==> src/rtl/pll_seq_pkg.sv <==
// Shared types and default timing constants for the PLL lock sequencer.
// State is one-hot so every output is a single flop bit.
package pll_seq_pkg;

  localparam int DEF_RST_PULSE_CYC = 16;
  localparam int DEF_LOCK_WAIT_CYC = 50000;
  localparam int DEF_STABLE_CYC    = 1024;
  localparam int DEF_MAX_RETRY     = 4;

  localparam int IDX_RESET_PLL  = 0;
  localparam int IDX_WAIT_LOCK  = 1;
  localparam int IDX_STABLE_CHK = 2;
  localparam int IDX_RUN        = 3;
  localparam int IDX_FAIL       = 4;

  typedef enum logic [4:0] {
    S_RESET_PLL  = 5'b00001,
    S_WAIT_LOCK  = 5'b00010,
    S_STABLE_CHK = 5'b00100,
    S_RUN        = 5'b01000,
    S_FAIL       = 5'b10000
  } state_e;

  function automatic int max3(
    input int a,
    input int b,
    input int c
  );
    int m;
    m = (a > b) ? a : b;
    return (m > c) ? m : c;
  endfunction

endpackage

==> src/rtl/sync_2ff.sv <==
// Two-flop synchroniser for a single asynchronous level.
// Ports: clk, rst_n (sync, active-low), d_i async in, q_o synced out.
module sync_2ff (
  input  logic clk,
  input  logic rst_n,
  input  logic d_i,
  output logic q_o
);

  logic ff1_q;
  logic ff2_q;

  always_ff @(posedge clk) begin
    if (!rst_n) begin
      ff1_q <= 1'b0;
      ff2_q <= 1'b0;
    end else begin
      ff1_q <= d_i;
      ff2_q <= ff1_q;
    end
  end

  assign q_o = ff2_q;

endmodule

==> src/rtl/pll_lock_sequencer.sv <==
// PLL reset/lock sequencer: pulses PLL reset, waits for a stable lock,
// then releases the video domain. Ports: clk, rst_n, pll_lock, retry_req
// in; pll_rst, video_rst_n, lock_stable, fail, relock_cnt[7:0] out.
module pll_lock_sequencer
  import pll_seq_pkg::*;
#(
  parameter int RST_PULSE_CYC = DEF_RST_PULSE_CYC,
  parameter int LOCK_WAIT_CYC = DEF_LOCK_WAIT_CYC,
  parameter int STABLE_CYC    = DEF_STABLE_CYC,
  parameter int MAX_RETRY     = DEF_MAX_RETRY
) (
  input  logic       clk,
  input  logic       rst_n,
  input  logic       pll_lock,
  input  logic       retry_req,
  output logic       pll_rst,
  output logic       video_rst_n,
  output logic       lock_stable,
  output logic       fail,
  output logic [7:0] relock_cnt
);

  localparam int TMAX = max3(RST_PULSE_CYC, LOCK_WAIT_CYC, STABLE_CYC);
  localparam int TW   = ($clog2(TMAX) < 1) ? 1 : $clog2(TMAX);
  localparam int RW   = ($clog2(MAX_RETRY + 1) < 1) ? 1
                        : $clog2(MAX_RETRY + 1);

  localparam logic [TW-1:0] RP_LAST = TW'(RST_PULSE_CYC - 1);
  localparam logic [TW-1:0] LW_LAST = TW'(LOCK_WAIT_CYC - 1);
  localparam logic [TW-1:0] SC_LAST = TW'(STABLE_CYC - 1);
  localparam logic [RW-1:0] RT_MAX  = RW'(MAX_RETRY);

  state_e          state_q, state_d;
  logic [TW-1:0]   timer_q, timer_d;
  logic [RW-1:0]   retry_q, retry_d;
  logic [7:0]      relock_q, relock_d;
  logic [RW-1:0]   retry_inc;
  logic            lock_s;

  sync_2ff u_sync (
    .clk   (clk),
    .rst_n (rst_n),
    .d_i   (pll_lock),
    .q_o   (lock_s)
  );

  assign retry_inc = retry_q + RW'(1);

  always_comb begin
    state_d  = state_q;
    timer_d  = timer_q;
    retry_d  = retry_q;
    relock_d = relock_q;
    unique case (state_q)
      S_RESET_PLL: begin
        if (timer_q == RP_LAST) begin
          state_d = S_WAIT_LOCK;
          timer_d = '0;
        end else begin
          timer_d = timer_q + TW'(1);
        end
      end
      S_WAIT_LOCK: begin
        // lock wins over a coincident timeout
        if (lock_s) begin
          state_d = S_STABLE_CHK;
          timer_d = '0;
        end else if (timer_q == LW_LAST) begin
          retry_d = retry_inc;
          timer_d = '0;
          state_d = (retry_inc == RT_MAX) ? S_FAIL : S_RESET_PLL;
        end else begin
          timer_d = timer_q + TW'(1);
        end
      end
      S_STABLE_CHK: begin
        if (!lock_s) begin
          state_d = S_WAIT_LOCK;
          timer_d = '0;
        end else if (timer_q == SC_LAST) begin
          state_d = S_RUN;
          timer_d = '0;
          retry_d = '0;
        end else begin
          timer_d = timer_q + TW'(1);
        end
      end
      S_RUN: begin
        if (!lock_s) begin
          state_d = S_RESET_PLL;
          timer_d = '0;
          if (relock_q != 8'hFF) begin
            relock_d = relock_q + 8'd1;
          end
        end
      end
      S_FAIL: begin
        if (retry_req) begin
          state_d = S_RESET_PLL;
          timer_d = '0;
          retry_d = '0;
        end
      end
      default: begin
        state_d = S_RESET_PLL;
        timer_d = '0;
      end
    endcase
  end

  always_ff @(posedge clk) begin
    if (!rst_n) begin
      state_q  <= S_RESET_PLL;
      timer_q  <= '0;
      retry_q  <= '0;
      relock_q <= '0;
    end else begin
      state_q  <= state_d;
      timer_q  <= timer_d;
      retry_q  <= retry_d;
      relock_q <= relock_d;
    end
  end

  assign pll_rst     = state_q[IDX_RESET_PLL];
  assign video_rst_n = state_q[IDX_RUN];
  assign lock_stable = state_q[IDX_RUN];
  assign fail        = state_q[IDX_FAIL];
  assign relock_cnt  = relock_q;

endmodule

==> config.mk <==
export PLATFORM = sky130hd
export DESIGN_NAME = pll_lock_sequencer
export DESIGN_NICKNAME = d
export VERILOG_FILES = /design/src/rtl/pll_seq_pkg.sv /design/src/rtl/sync_2ff.sv /design/src/rtl/pll_lock_sequencer.sv
export SDC_FILE = /design/constraint.sdc
export NUM_CORES = 1
export LEC_CHECK = 0
export CAP_MARGIN = 0
export CORE_MARGIN = 2
export CORE_UTILIZATION = 36
export DETAILED_ROUTE_END_ITERATION = 8
export HOLD_SLACK_MARGIN = 0.08
export PLACE_DENSITY = 0.67
export REMOVE_ABC_BUFFERS = 1
export SLEW_MARGIN = 20
export SYNTH_ARGS = -nofsm -noshare
export SYNTH_HDL_FRONTEND = slang
export SYNTH_SLANG_ARGS = --single-unit
==> constraint.sdc <==
create_clock -name clk -period 1.8 [get_ports clk]
set_clock_uncertainty 0.15 [all_clocks]
set_input_delay 0.27 -clock clk [delete_from_list [all_inputs] [get_ports clk]]
set_output_delay 0.27 -clock clk [all_outputs]
set_load 0.005 [all_outputs]
Word-level counts from Yosys, hierarchy flattened
Cells that the tools add are included.

word-level totals
  bits in registers = 34
  input bits = 4
  output and inout port bits = 12
  logic and storage cells = 57

operators by class
  add/sub/neg operators = 3
  equality and inequality tests = 19
  mux-type cells = 23
  bitwise operators = 1
  reduce and logical (&&, ||, !) cells = 5

operators by type and width
  cell                                                                      number
  16-bit two-way mux                                                        7
  16-bit case mux with 5 select lines                                       1
  5-bit two-way mux                                                         8
  5-bit case mux with 5 select lines                                        1
  16-bit by 1-bit adder with 16-bit output (second input constant)          1
  16-bit by 10-bit equality test with 1-bit output (second input constant)  1
  16-bit equality test (second input constant)                              1
  16-bit by 4-bit equality test with 1-bit output (second input constant)   1
  3-bit two-way mux                                                         5
  2-bit != test (second input constant)                                     6
  3-bit case mux with 3 select lines                                        1
  8-bit by 1-bit adder with 8-bit output (second input constant)            1
  8-bit != test (second input constant)                                     1
  6-bit AND reduction                                                       1
  5-bit by 1-bit equality test with 1-bit output (second input constant)    1
  5-bit by 2-bit equality test with 1-bit output (second input constant)    1
  5-bit by 3-bit equality test with 1-bit output (second input constant)    1
  5-bit by 4-bit equality test with 1-bit output (second input constant)    1
  5-bit equality test (second input constant)                               1
  5-bit AND reduction                                                       1
  3-bit by 1-bit adder with 3-bit output (second input constant)            1
  3-bit equality test (second input constant)                               1
  3-bit by 2-bit != test with 1-bit output (second input constant)          1
  3-bit != test (second input constant)                                     1
  other kinds (5)                                                           5

Logic depth before layout (Yosys ltp)
  depth in word-level cells = 6
  mapped depth = 7
  mapped depth without buffers = 6

Modules after synthesis
Synthesis repeated with hierarchy kept, for this count alone.

unflattened totals
  cells, all modules = 236
  area total of the unflattened synthesis = 1980.6 um2

by module, submodules not included
  module              instances  cells an instance  area each (um2)  sequential area each (um2)
  pll_lock_sequencer  1          232                1928.1           640.6
  sync_2ff            1          4                  52.6             40.0

Worst setup path after synthesis
No wires, ideal clock.

  kind = register -> register
  from = reg timer_q[0]
  to = reg timer_q[1]
  library setup time = 0.117 ns
  arrival time = 1.588 ns
  required time = 1.533 ns
  slack = -0.056 ns
  cell stages (with the launch flop) = 7
  buffers on the path = 0
  clock period less this slack = 1.856 ns
  path through = dfxtp_1 > ha_1 > and3_2 > nand4_2 > and3_4 > or2_2 > a32o_1

on the way
  longest elaborated chain between the ends = 4
  elaborated cells between the ends (all ways) = 10
  classes of those cells = 1 x add/sub; 3 x eq/ne; 6 x mux

RTL lines
  what                                                                    RTL line                                                                      RTL
  from (decl)                                                             pll_lock_sequencer.sv:34                                                      logic [TW-1:0] timer_q, timer_d;
  from (signal assigned)                                                  pll_lock_sequencer.sv:119                                                     timer_q <= timer_d;
  16-bit by 1-bit adder with 16-bit output, or another cell as far along  pll_lock_sequencer.sv:60, pll_lock_sequencer.sv:73, pll_lock_sequencer.sv:85
  16-bit two-way mux, on equally long branches                            pll_lock_sequencer.sv:80, pll_lock_sequencer.sv:68
  16-bit two-way mux, on equally long branches                            pll_lock_sequencer.sv:77, pll_lock_sequencer.sv:65
  16-bit case mux with 5 select lines *                                   pll_lock_sequencer.sv:54                                                      unique case (state_q)

Every way passes the cells marked *; elsewhere a longest branch is shown, timed or not.
A chain may end at the register's enable or synchronous reset.

Worst setup path after layout
  from = reg timer_q[0]
  to = reg state_q[0]

on the way
  longest elaborated chain between the ends = 3
  elaborated cells between the ends (all ways) = 7
  classes of those cells = 6 x eq/ne; 1 x reduce/logical

RTL lines
  what                                                                            RTL line                   RTL
  16-bit by 10-bit equality test with 1-bit output, or another cell as far along  pll_lock_sequencer.sv:80   end else if (timer_q == SC_LAST) begin
  3-bit != test (no line), or another cell as far along                           --
  5-bit AND reduction (no line) *                                                 --
  to (signal assigned)                                                            pll_lock_sequencer.sv:118  state_q <= state_d;
  to (decl)                                                                       pll_lock_sequencer.sv:33   state_e state_q, state_d;

Marks and branches as above.

==> qor.yml <==
drt-initial-drc-count: 167
hold_violations: 0
synthTopCellsByCount: "34 x dfxtp_1, 25 x nand2_1, 22 x nor2_1"
setup_viol: 22
swShare_pct: 30.60
synth.top_cell.area_share_pct: 35.23
cts_made_buffers: 5
die_w_um: 77.26
fp.dieArea_mm2: 0.005968
area_growth_pct: 42.88
final_max_slew_viol_count: 0
via_count: 1938
dp_hpwl_um: 3595
tightest_slew_ps: 340.9
setup_slack_ps: -144.2
clock_power_share_pct: 30.2
critical_path_required_ps: 1870
p_leak_nw: 1.103
wirelength_um: 5270
pwr-share-seq_pct: 37.4
num_antenna_cells: 0
hp-class: "reg -> reg"
async_flop_share_pct: 0
die_h_um: 77.26
yosys.area_share.simple_pct: 31.35
power_mw: 2.301
intPower_mw: 1.597
synth_enable_flop_cells: 0
cts_max_path_buffers: 2
start_kind: "flip-flop"
wl_per_cell_um: 14.56
vias_per_cell: 5.354
synth_ff_type: "dfxtp_1"
placeableCoreArea_mm2: 0.005140
muxShareOfSynthArea_pct: 1.036
grt_start_max_net_pins: 16
ir_drop_uv: 357.2
dp.cells: 352
ys_seq_elements: 34
crit_fanout: 6
whs_ps: 284.7
synth-xor-area-share_pct: 6.347
synth_compound_area_share_pct: 16.84
ant_nets: 0
p_sw_uw: 704.0
crit_type: "reg -> reg"
power_density_mw_per_mm2: 833.6
status: "complete, but fails checks"
antenna_found_initial: 0
gp_congestion: 0.8438
cts_sinks: 34
final_area_mm2: 0.002760
p_comb_share_pct: 32.4
drc: 0
cts_tree: "done"
synth.largest_area_cell: "dfxtp_1"
cpMaxStageDelayCell: "dfxtp_2"
cap_viol_max_count: 0
drive_gt1_share_pct: 35.96
grt_pass1_vias: 1865
nets: 299
cts-root-buf: "clkbuf_8"
path_delay_family: "compound AO/OA/AOI/OAI gates"
rsz0062_at_grt: "yes"
finalSetupTns_ps: -1489
syn_area_per_cell_um2: 8.586
min_period_ps: 1944
place_area_mm2: 0.002470
initial_core_util_pct: 37.59
grt_use_total_pct: 18.16
regArea_um2: 690.7
critPathMaxStageDelay_ps: 350
cp_data_arrival_time_ps: 2010
dp_slack_ps: -228.4
period_share_pct: 108.0
synthAdderAreaFrac_pct: 2.591
fin_util_pct: 53.70
critPathBufInv: 1
ys_seq_area_share_pct: 35.23
io_buffers: 15
yosysMostFrequentCell: "dfxtp_1"
slew-limit-headroom_pct: 77.03
synth_top_family_by_area: "simple AND/OR/NAND/NOR gates"
path_clk_slew_ps: 70
ios: 16
rows: 26
synthCells: 225
violations: "setup timing"
path_cells: "ha_4 > and4b_2 > and4_4 > o22ai_4 > buf_6 > o311a_4 > a31oi_4"
endpoint_kind: "flip-flop"
syn-cell-area_mm2: 0.001932
drt_pass1_iterations: 4
synth_cell_types: 58
grt_first_pass_wirelength_um: 8763
htreeDepth: 2
num-fill-cells: 494
synthTopCellsByArea: "dfxtp_1 35%, nand2_1 4.9%, nor2_1 4.3%"
fmaxAchievable_mhz: 514.4
stdcell_count: 362
multi_input_area_mm2: 0.001272
gr-total-overflow: 0
insertion_delay_ps: 290
synth_warnings: 0
worst paths after layout:
check	start	to	slack, ps	depth (start not counted)
max reg2reg	timer_q[0]	state_q[0]	-140	7
min	u_sync.ff1_q	u_sync.q_o	280	1
max	timer_q[0]	state_q[0]	-140	7
min reg2reg	u_sync.ff1_q	u_sync.q_o	280	1
power groups by stage:
stage	logic (mW)	clock network, mW	registers (mW)
after global placement	0.589	0	0.856
after CTS	0.647	0.710	0.852
after floorplan	0.247	0	0.855
after global routing	0.812	0.740	0.863
final	0.745	0.695	0.860
after detailed placement	0.595	0	0.856
metal layers:
metal	vias to the layer above	global-route usage, %	routed length [um]
met2	46	29.83	2593
met5	-	0	0
met1	931	23.22	2414
met4	0	5.893	61
li1	955	-	-
met3	6	4.588	201
layout make-up:
type / instances / area share [%]
sequential: 34 / 25.02
tap: 70 / 3.173
multi-input combinational: 173 / 46.10
inverter: 6 / 0.8160
clock inverter: 3 / 1.451
timing repair buffer: 71 / 20.94
clock buffer: 5 / 2.493
flip-flops by register name (all words and copies together), names as in the netlist:
signal / cells
retry_q: 3
timer_q: 16
relock_cnt: 8
u_sync.q_o: 1
state_q: 5
u_sync.ff1_q: 1
cell families (layout without fill, tap and decap cells):
logic type,Yosys count,count (layout)
and+or+nand+nor,106,106
AOI/OAI and AO/OA,47,47
DFF,34,34
buffers and inverters,18,85
xor gates and xnor gates,14,14
adders and majority gates,4,4
muxes,2,2
what timing repair did:
item	in CTS	in global routing
resized for setup	16	25
pin swaps	7	10
hold buffers	0	0
setup endpoints to repair	23	29
setup buffers	3	1
cells in the final DEF (no fill, tap or decap), types with 4 or more instances in the layout:
| master | n |
|---|---|
| buf_4 | 54 |
| dfxtp_1 | 26 |
| nand2_1 | 24 |
| nor2_1 | 20 |
| clkdlybuf4s50_1 | 15 |
| o21ai_0 | 13 |
| nand4_1 | 11 |
| nand3_1 | 10 |
| xor2_1 | 9 |
| dfxtp_2 | 8 |
| inv_1 | 6 |
| and3_1 | 5 |
| nor3_1 | 5 |
| xnor2_1 | 5 |
| clkbuf_8 | 5 |
| nor3_2 | 4 |
| a21oi_1 | 4 |
| o211ai_1 | 4 |
| and2_1 | 4 |
Note: power is estimated with default switching activity, not from simulation.
